$ cat config.mk
export PLATFORM = sky130hd
export DESIGN_NAME = vga_csr_regs_flat
export DESIGN_NICKNAME = d
export VERILOG_FILES = /design/src/rtl/vga_csr_regs_pkg.sv /design/src/rtl/vga_csr_regs_if.sv /design/src/rtl/vga_shadow_reg.sv /design/src/rtl/vga_csr_regs.sv /design/src/flat_wrapper.sv
export SDC_FILE = /design/constraint.sdc
export NUM_CORES = 1
export LEC_CHECK = 0
export ABC_AREA = 1
export CAP_MARGIN = 20
export CORE_MARGIN = 2
export CORE_UTILIZATION = 55
export DETAILED_ROUTE_END_ITERATION = 8
export GPL_ROUTABILITY_DRIVEN = 0
export HOLD_SLACK_MARGIN = 0.02
export PLACE_DENSITY = 0.79
export SKIP_LAST_GASP = 1
export SYNTH_ARGS = -nofsm -noshare
export SYNTH_HDL_FRONTEND = slang
export SYNTH_SLANG_ARGS = --single-unit
$ cat constraint.sdc
create_clock -name clk -period 2.8 [get_ports clk]
set_input_delay 0.56 -clock clk [delete_from_list [all_inputs] [get_ports clk]]
set_output_delay 0.56 -clock clk [all_outputs]
set_load 0.1 [all_outputs]
$ cat src/rtl/vga_csr_regs_pkg.sv
// Purpose: shared constants for the VGA CSR register file.
//   - register word indices (CTRL_IDX .. ID_IDX)
//   - CTRL / STATUS bit positions
//   - bus and geometry widths
package vga_csr_pkg;

    localparam int unsigned ADDR_W = 8;
    localparam int unsigned DATA_W = 32;
    localparam int unsigned HV_W   = 12;

    localparam logic [ADDR_W-1:0] CTRL_IDX      = 8'h00;
    localparam logic [ADDR_W-1:0] FB_BASE_IDX   = 8'h01;
    localparam logic [ADDR_W-1:0] H_ACTIVE_IDX  = 8'h02;
    localparam logic [ADDR_W-1:0] V_ACTIVE_IDX  = 8'h03;
    localparam logic [ADDR_W-1:0] STATUS_IDX    = 8'h04;
    localparam logic [ADDR_W-1:0] FRAME_CNT_IDX = 8'h05;
    localparam logic [ADDR_W-1:0] SCRATCH_IDX   = 8'h06;
    localparam logic [ADDR_W-1:0] ID_IDX        = 8'h07;

    localparam int unsigned CTRL_EN_BIT     = 0;
    localparam int unsigned CTRL_IRQ_EN_BIT = 1;
    localparam int unsigned STATUS_IRQ_BIT  = 0;
    localparam int unsigned STATUS_UPD_BIT  = 1;

endpackage

$ cat src/rtl/vga_csr_regs_if.sv
// Purpose: CSR bus between the register master and vga_csr_regs.
//   csr_wr_data / csr_address / csr_write / csr_read : master -> slave
//   csr_rd_data                                      : slave -> master
interface vga_csr_regs_if;
    import vga_csr_pkg::*;

    logic [DATA_W-1:0] csr_wr_data;
    logic [ADDR_W-1:0] csr_address;
    logic              csr_write;
    logic              csr_read;
    logic [DATA_W-1:0] csr_rd_data;

    modport master (output csr_wr_data, csr_address, csr_write, csr_read,
                    input  csr_rd_data);
    modport slave  (input  csr_wr_data, csr_address, csr_write, csr_read,
                    output csr_rd_data);
endinterface

$ cat src/rtl/vga_shadow_reg.sv
// Purpose: one double-buffered configuration register.
//   With VGA_CSR_SHADOW_EN defined, writes land in shadow_q and active_q
//   loads the (pre-write) shadow on vsync_pulse when load_en is high.
//   Without it, writes go straight to active_q and shadow_q mirrors it.
// Ports: clk, reset_n, wr_en, wr_data, vsync_pulse, load_en -> shadow_q, active_q
module vga_shadow_reg #(
    parameter int unsigned       WIDTH   = 32,
    parameter logic [WIDTH-1:0]  RST_VAL = '0
) (
    input  logic             clk,
    input  logic             reset_n,
    input  logic             wr_en,
    input  logic [WIDTH-1:0] wr_data,
    input  logic             vsync_pulse,
    input  logic             load_en,
    output logic [WIDTH-1:0] shadow_q,
    output logic [WIDTH-1:0] active_q
);

`ifdef VGA_CSR_SHADOW_EN
    // Active copy samples the old shadow, so a same-edge write waits a frame.
    always_ff @(posedge clk or negedge reset_n) begin
        if (!reset_n) begin
            shadow_q <= RST_VAL;
            active_q <= RST_VAL;
        end else begin
            if (wr_en)
                shadow_q <= wr_data;
            if (vsync_pulse && load_en)
                active_q <= shadow_q;
        end
    end
`else
    logic unused_sync_inputs;
    assign unused_sync_inputs = ^{vsync_pulse, load_en};

    // Unshadowed build: direct write, no second flop set.
    always_ff @(posedge clk or negedge reset_n) begin
        if (!reset_n)
            active_q <= RST_VAL;
        else if (wr_en)
            active_q <= wr_data;
    end
    assign shadow_q = active_q;
`endif

endmodule

$ cat src/rtl/vga_csr_regs.sv
// Purpose: VGA controller CSR block: CTRL, double-buffered FB_BASE/H/V
//   geometry, STATUS (W1C irq, update_pending), FRAME_CNT, SCRATCH, ID.
// Ports: clk, reset_n, csr (vga_csr_regs_if.slave), vsync_pulse ->
//   vga_enable, fb_base, h_active, v_active, irq.
// Build option: VGA_CSR_SHADOW_EN enables shadowing of indices 0x01-0x03.
module vga_csr_regs
    import vga_csr_pkg::*;
#(
    parameter logic [DATA_W-1:0] ID_VALUE     = 32'h5647_4131,
    parameter logic [HV_W-1:0]   H_ACTIVE_RST = 12'd640,
    parameter logic [HV_W-1:0]   V_ACTIVE_RST = 12'd480
) (
    input  logic              clk,
    input  logic              reset_n,
    vga_csr_regs_if.slave     csr,
    input  logic              vsync_pulse,
    output logic              vga_enable,
    output logic [DATA_W-1:0] fb_base,
    output logic [HV_W-1:0]   h_active,
    output logic [HV_W-1:0]   v_active,
    output logic              irq
);

    logic [1:0]        ctrl_q, ctrl_d;
    logic [DATA_W-1:0] scratch_q, scratch_d;
    logic [DATA_W-1:0] frame_cnt_q, frame_cnt_d;
    logic              irq_pending_q, irq_pending_d;
    logic              irq_q, irq_d;
    logic [DATA_W-1:0] rd_data_q, rd_data_d;
    logic [DATA_W-1:0] rd_mux;
    logic              update_pending;
    logic [DATA_W-1:0] fb_shadow;
    logic [HV_W-1:0]   h_shadow, v_shadow;
    logic              wr_fb, wr_h, wr_v, wr_geom;

    assign wr_fb   = csr.csr_write && (csr.csr_address == FB_BASE_IDX);
    assign wr_h    = csr.csr_write && (csr.csr_address == H_ACTIVE_IDX);
    assign wr_v    = csr.csr_write && (csr.csr_address == V_ACTIVE_IDX);
    assign wr_geom = wr_fb || wr_h || wr_v;

`ifdef VGA_CSR_SHADOW_EN
    logic update_pending_q;
    // A write in the vsync cycle re-arms the flag for the next frame.
    always_ff @(posedge clk or negedge reset_n) begin
        if (!reset_n)
            update_pending_q <= 1'b0;
        else if (wr_geom)
            update_pending_q <= 1'b1;
        else if (vsync_pulse)
            update_pending_q <= 1'b0;
    end
    assign update_pending = update_pending_q;
`else
    assign update_pending = 1'b0;
`endif

    vga_shadow_reg #(.WIDTH(DATA_W), .RST_VAL('0)) u_fb_base (
        .clk(clk), .reset_n(reset_n), .wr_en(wr_fb), .wr_data(csr.csr_wr_data),
        .vsync_pulse(vsync_pulse), .load_en(update_pending),
        .shadow_q(fb_shadow), .active_q(fb_base));

    vga_shadow_reg #(.WIDTH(HV_W), .RST_VAL(H_ACTIVE_RST)) u_h_active (
        .clk(clk), .reset_n(reset_n), .wr_en(wr_h), .wr_data(csr.csr_wr_data[HV_W-1:0]),
        .vsync_pulse(vsync_pulse), .load_en(update_pending),
        .shadow_q(h_shadow), .active_q(h_active));

    vga_shadow_reg #(.WIDTH(HV_W), .RST_VAL(V_ACTIVE_RST)) u_v_active (
        .clk(clk), .reset_n(reset_n), .wr_en(wr_v), .wr_data(csr.csr_wr_data[HV_W-1:0]),
        .vsync_pulse(vsync_pulse), .load_en(update_pending),
        .shadow_q(v_shadow), .active_q(v_active));

    // Read mux over pre-write state; shadowed registers read back the shadow.
    always_comb begin
        rd_mux = '0;
        case (csr.csr_address)
            CTRL_IDX:      rd_mux = DATA_W'(ctrl_q);
            FB_BASE_IDX:   rd_mux = fb_shadow;
            H_ACTIVE_IDX:  rd_mux = DATA_W'(h_shadow);
            V_ACTIVE_IDX:  rd_mux = DATA_W'(v_shadow);
            STATUS_IDX:    rd_mux = DATA_W'({update_pending, irq_pending_q});
            FRAME_CNT_IDX: rd_mux = frame_cnt_q;
            SCRATCH_IDX:   rd_mux = scratch_q;
            ID_IDX:        rd_mux = ID_VALUE;
            default:       rd_mux = '0;
        endcase
    end

    // Next-state for the non-shadowed registers.
    always_comb begin
        ctrl_d        = ctrl_q;
        scratch_d     = scratch_q;
        frame_cnt_d   = frame_cnt_q;
        irq_pending_d = irq_pending_q;
        irq_d         = irq_pending_q && ctrl_q[CTRL_IRQ_EN_BIT];
        rd_data_d     = rd_data_q;

        if (csr.csr_read)
            rd_data_d = rd_mux;
        if (csr.csr_write && (csr.csr_address == CTRL_IDX))
            ctrl_d = csr.csr_wr_data[1:0];
        if (csr.csr_write && (csr.csr_address == SCRATCH_IDX))
            scratch_d = csr.csr_wr_data;

        // Set beats W1C when both occur together.
        if (vsync_pulse && ctrl_q[CTRL_EN_BIT]) begin
            frame_cnt_d   = frame_cnt_q + 32'd1;
            irq_pending_d = 1'b1;
        end else if (csr.csr_write && (csr.csr_address == STATUS_IDX)
                     && csr.csr_wr_data[STATUS_IRQ_BIT]) begin
            irq_pending_d = 1'b0;
        end
    end

    always_ff @(posedge clk or negedge reset_n) begin
        if (!reset_n) begin
            ctrl_q        <= '0;
            scratch_q     <= '0;
            frame_cnt_q   <= '0;
            irq_pending_q <= 1'b0;
            irq_q         <= 1'b0;
            rd_data_q     <= '0;
        end else begin
            ctrl_q        <= ctrl_d;
            scratch_q     <= scratch_d;
            frame_cnt_q   <= frame_cnt_d;
            irq_pending_q <= irq_pending_d;
            irq_q         <= irq_d;
            rd_data_q     <= rd_data_d;
        end
    end

    assign vga_enable      = ctrl_q[CTRL_EN_BIT];
    assign irq             = irq_q;
    assign csr.csr_rd_data = rd_data_q;

endmodule
$ cat src/flat_wrapper.sv
// flat-port wrapper written by rule: the top's interface ports become plain ports
module vga_csr_regs_flat import vga_csr_pkg::*;
#(
    parameter logic [DATA_W-1:0] ID_VALUE     = 32'h5647_4131,
    parameter logic [HV_W-1:0]   H_ACTIVE_RST = 12'd640,
    parameter logic [HV_W-1:0]   V_ACTIVE_RST = 12'd480
)
  (clk, reset_n, vsync_pulse, vga_enable, fb_base, h_active, v_active, irq, csr_csr_wr_data, csr_csr_address, csr_csr_write, csr_csr_read, csr_csr_rd_data);
  vga_csr_regs_if csr_i ();
  input  logic clk;
  input  logic reset_n;
  input  logic vsync_pulse;
  output logic vga_enable;
  output logic [DATA_W-1:0] fb_base;
  output logic [HV_W-1:0] h_active;
  output logic [HV_W-1:0] v_active;
  output logic irq;
  input wire logic [$bits(csr_i.csr_wr_data)-1:0] csr_csr_wr_data;
  input wire logic [$bits(csr_i.csr_address)-1:0] csr_csr_address;
  input wire logic [$bits(csr_i.csr_write)-1:0] csr_csr_write;
  input wire logic [$bits(csr_i.csr_read)-1:0] csr_csr_read;
  output wire logic [$bits(csr_i.csr_rd_data)-1:0] csr_csr_rd_data;
  assign csr_i.csr_wr_data = csr_csr_wr_data;
  assign csr_i.csr_address = csr_csr_address;
  assign csr_i.csr_write = csr_csr_write;
  assign csr_i.csr_read = csr_csr_read;
  assign csr_csr_rd_data = csr_i.csr_rd_data;
  vga_csr_regs #(.ID_VALUE(ID_VALUE), .H_ACTIVE_RST(H_ACTIVE_RST), .V_ACTIVE_RST(V_ACTIVE_RST)) u_core (.clk(clk), .reset_n(reset_n), .csr(csr_i), .vsync_pulse(vsync_pulse), .vga_enable(vga_enable), .fb_base(fb_base), .h_active(h_active), .v_active(v_active), .irq(irq));
endmodule
* After elaboration in Yosys (flattened, before gate mapping)
Cells that the tools add are included.
Storage, ports and cells: register bits after elaboration 156, input bits 45, output and inout port bits 90, word-level logic and storage cells 31
Cells by class: add/subtract/negate cells 1, eq/ne operators 7, mux-type cells 3, reduce and logical (&&, ||, !) cells 11
Operator list (number):
- $pmux 32 s8 | 1
- $add 32x1->32 const B | 1
- $eq 8x3->1 const B | 4
- $eq 8x2->1 const B | 2
- $logic_and 1x1->1 | 9
- $eq 8x1->1 const B | 1
- $logic_not 8->1 | 1
- $mux 1 | 2
- $reduce_bool 2->1 | 1

* Depth between registers and ports, before layout
word-level depth 5, depth in mapped cells 10, depth with buffers taken out 9

* Modules after synthesis
From an unflattened synthesis, not the netlist that was laid out.
Second synthesis, totals: cells, all modules 1026, area total of the unflattened synthesis 8082.8 µm²
By module, submodules not included:
- vga_csr_regs | times used 1, cells each 732, area each 5446.5 µm², seq. area each 2502.4 µm²
- vga_shadow_reg at u_core.u_fb_base | times used 1, cells each 168, area each 1532.7 µm², seq. area each 800.8 µm²
- vga_shadow_reg at u_core.u_v_active | times used 1, cells each 63, area each 553.0 µm², seq. area each 305.3 µm²
- vga_shadow_reg at u_core.u_h_active | times used 1, cells each 63, area each 550.5 µm², seq. area each 302.8 µm²

* Least setup slack after synthesis
No wires, ideal clock.
kind register to register, start reg u_core.ctrl_q[0], end reg u_core.frame_cnt_q[24], setup time 0.123 ns, data arrival time 1.942 ns, data required time 2.677 ns, slack 0.735 ns, stages on the path, launching flop included 8, buffers on the path 0, clock period less this slack 2.065 ns, cells stage by stage dfrtp_1 -> nand2_2 -> nor2_4 -> nand3_2 -> nor2_2 -> nand2_1 -> o21ai_0 -> nand2_1
Between the ends: longest elaborated chain between the ends 1
Ends and longest elaborated chain:
- start: declaration | line vga_csr_regs.sv:24 | logic [1:0] ctrl_q, ctrl_d;
- start signal: assignment | line vga_csr_regs.sv:123 | ctrl_q <= ctrl_d;
- $logic_and 1x1->1 | line vga_csr_regs.sv:105 | if (vsync_pulse && ctrl_q[CTRL_EN_BIT]) begin
- end signal: assignment | line vga_csr_regs.sv:125 | frame_cnt_q <= frame_cnt_d;
- end: declaration | line vga_csr_regs.sv:26 | logic [DATA_W-1:0] frame_cnt_q, frame_cnt_d;
No other way between the ends. A chain may end at the register's enable or synchronous reset.

* Worst setup path after layout
start in csr_csr_address[0], end reg u_core.u_fb_base.active_q[23]
Between the ends: longest elaborated chain between the ends 2
Ends and longest elaborated chain:
- start: declaration | line flat_wrapper.sv:19 | input wire logic [$bits(csr_i.csr_address)-1:0] csr_csr_address;
- $eq 8x1->1 | line vga_csr_regs.sv:36 | assign wr_fb = csr.csr_write && (csr.csr_address == FB_BASE_IDX);
- $logic_and 1x1->1 | line vga_csr_regs.sv:36
- end signal: assignment | line vga_shadow_reg.sv:42 | active_q <= wr_data;
- end: declaration | line vga_shadow_reg.sv:17 | output logic [WIDTH-1:0] active_q
No other way between the ends.

==> flow_metrics.env <==
export IMPL_r2r_end="u_core.frame_cnt_q[24]$_DFFE_PN0P_"
export IMPL_ant_nets=0
export IMPL_status="finished clean"
export IMPL_cp_required_ns=3.10
export IMPL_coreArea_um2=13300
export IMPL_finalHoldViolCount=0
export IMPL_seq_area_frac_synth_pct=52.1
export IMPL_setup_viol=0
export IMPL_diodes=0
export IMPL_antenna_found_initial=0
export IMPL_setup_tns_ns=0
export IMPL_synth_async_reset_ratio_pct=100
export IMPL_dr_first_iter_drc_count=798
export IMPL_initial_utilization_pct=56.5
export IMPL_hold_ws_ns=0.473
export IMPL_ys_warn_count=0
export IMPL_place_ws_ns=0.322
export IMPL_vias_per_cell=5.37
export IMPL_clkSinkCount=156
export IMPL_rsz0062_at_grt="no"
export IMPL_drive_gt1_share_pct=20.0
export IMPL_die_width_um=121
export IMPL_netlist_top_cells_area="dfrtp_1, nand2_1, nand3_1"
export IMPL_worst_hold_path_type="in2async"
export IMPL_synth_area_leader_cell="dfrtp_1"
export IMPL_numPortBuffers=134
export IMPL_grt_pass1_wl_um=32600
export IMPL_hpwl_um=13700
export IMPL_via_count=6561
export IMPL_max_freq_ghz=0.478
export IMPL_drt_pass1_iterations=5
export IMPL_placementRows=42
export IMPL_grt_use_total_pct=28.8
export IMPL_period_share_pct=74.7
export IMPL_synth_top_cell_area_share_pct=50.0
export IMPL_post_cts_buffers=0
export IMPL_overflow=0
export IMPL_drc_errors=0
export IMPL_final_area_um2=9380
export IMPL_worstMarginPinSlew_ns=0.636
export IMPL_synth_ff_latch_count=156
export IMPL_endpoint_kind="flip-flop"
export IMPL_nets=1079
export IMPL_ios=135
export IMPL_regToRegStartpoint="u_core.frame_cnt_q[0]$_DFFE_PN0P_"
export IMPL_slew_headroom_pct=57.6
export IMPL_placed_cell_area_um2=8700
export IMPL_drt_wl_total_um=20000
export IMPL_power_leakage_uw=0.00494
export IMPL_grt_pass1_vias=6397
export IMPL_maxSlewViolCount=0
export IMPL_setup_slack_ns=0.708
export IMPL_start_kind="input pin"
export IMPL_ir_drop_v=0.000428
export IMPL_grt_max_degree=68
export IMPL_cts_buffers=17
export IMPL_synth_cells=904
export IMPL_insertion_delay_ns=0.43
export IMPL_cts_root_buffer="clkbuf_16"
export IMPL_regToRegSetupSlack_ns=0.97
export IMPL_drv_cap=0
export IMPL_area_growth_pct=24.8
export IMPL_die_y_um=121
export IMPL_cts_resized=0
export IMPL_p_total_uw=5720
export IMPL_dieArea_um2=14600
export IMPL_crit_path_max_fanout=32
export IMPL_ys_flop_type="dfrtp_1"
export IMPL_rr_worst_depth=8
export IMPL_htreeDepth=4
export IMPL_cp_arrival_ns=2.39
export IMPL_syn_area_per_cell_um2=8.31
export IMPL_worst_setup_hold_path_clk_slew_ns=0.06
export IMPL_critPathKind="in2reg"
export IMPL_yosysMostFrequentCell="nand2_1"
export IMPL_period_needed_ns=2.09
export IMPL_cts_buffer_depth=2
export IMPL_post_drt_wl_per_cell_um=16.4
export IMPL_synth_nets=950
export IMPL_fin_worst_skew_ns=0.00806
export IMPL_cellPowerDensity_nw_per_um2=610
export IMPL_synth_edf_count=0
export IMPL_syn_area_um2=7510
export IMPL_cts_tree="built"
export IMPL_synth_common_cells="nand2_1, dfrtp_1, nand3_1"
export IMPL_synth_cell_type_count=33
==> power breakdown <==
part           switching [uW]  internal [uW]
sequential                102           2360
clock                     898           1620
combinational             544            195
==> worst max path at each step <==
stage / start / to
5_1_grt: csr_csr_address[5] / u_core.u_h_active.active_q[11]$_DFFE_PN0P_
6_report: csr_csr_address[0] / u_core.u_fb_base.active_q[23]$_DFFE_PN0P_
4_1_cts: csr_csr_address[0] / u_core.u_fb_base.active_q[29]$_DFFE_PN0P_
2_1_floorplan: u_core.ctrl_q[0]$_DFFE_PN0P_ / u_core.frame_cnt_q[24]$_DFFE_PN0P_
3_3_place_gp: csr_csr_address[0] / u_core.u_fb_base.active_q[19]$_DFFE_PN0P_
3_5_place_dp: csr_csr_address[0] / u_core.u_fb_base.active_q[30]$_DFFE_PN0P_
==> layer usage <==
metal  vias to the layer above  GRT usage, %  part of all wire [%]
met3                        30          5.59                   6.4
met4                         0          8.79                   1.5
met5                         -             0                     0
met1                      3143          42.3                    45
met2                       247          43.5                    47
li1                       3141             -                     -
==> worst max-delay path, stage by stage <==
cell and delay, ns:
clkdlybuf4s50_1 0.53, nand2_2 0.13, nor2_8 0.24, nand2_4 0.11, inv_4 0.26, nand2_4 0.07
buf_4 0.28, nand2_1 0.12, o21ai_2 0.06
==> registers in the layout, indices dropped and copies added (netlist names) <==
name / cells
u_core.u_fb_base.active_q: 32
u_core.ctrl_q: 2
u_core.frame_cnt_q: 32
u_core.csr.csr_rd_data: 32
u_core.irq: 1
u_core.u_v_active.active_q: 12
u_core.scratch_q: 32
u_core.irq_pending_q: 1
u_core.u_h_active.active_q: 12
==> layout by cell type (no fill, tap or decap), types with 5 or more instances in the layout <==
cell type        count
nor2_2               9
nand2_2              7
dfstp_2              6
xor2_1              19
clkbuf_16           17
dfrtp_1            150
bufinv_16            5
o21ai_2             32
buf_4              103
nand4_1              6
inv_1               71
nand2_1            325
clkinv_2             5
o21ai_0             41
nor2_1              42
clkdlybuf4s50_1     43
o21ai_1             45
nand3_1             80
==> cell type report <==
type	count	area (um^2)
clock inverters	12	191
clock buffers	20	457
inverters	77	297
flip-flops and latches	156	3910
multi-input cells	631	3040
fillers	1041	3920
well taps	176	220
repair buffers	150	1260
==> through the flow <==
step,std cells,utilization [%]
floorplan,904,-
global placement,1188,65.5
detailed placement,1188,65.5
CTS,1221,70.4
global route,1222,70.5
finish,1222,70.5
==> cell families after synthesis <==
group / synth area share, %
AO/OA/AOI/OAI: 9.86
XOR/XNOR: 2.68
adder cells (fa/ha/maj): 0.167
buffers and inverters: 7.46
flip-flops: 52.1
AND/OR/NAND/NOR: 27.8
==> timing repair <==
| action | CTS | global route |
|---|---|---|
| setup endpoints to repair | 0 | 0 |
| hold endpoints to repair | 2 | 0 |
| hold buffers | 1 | 0 |
(Power assumes the default switching activity.)
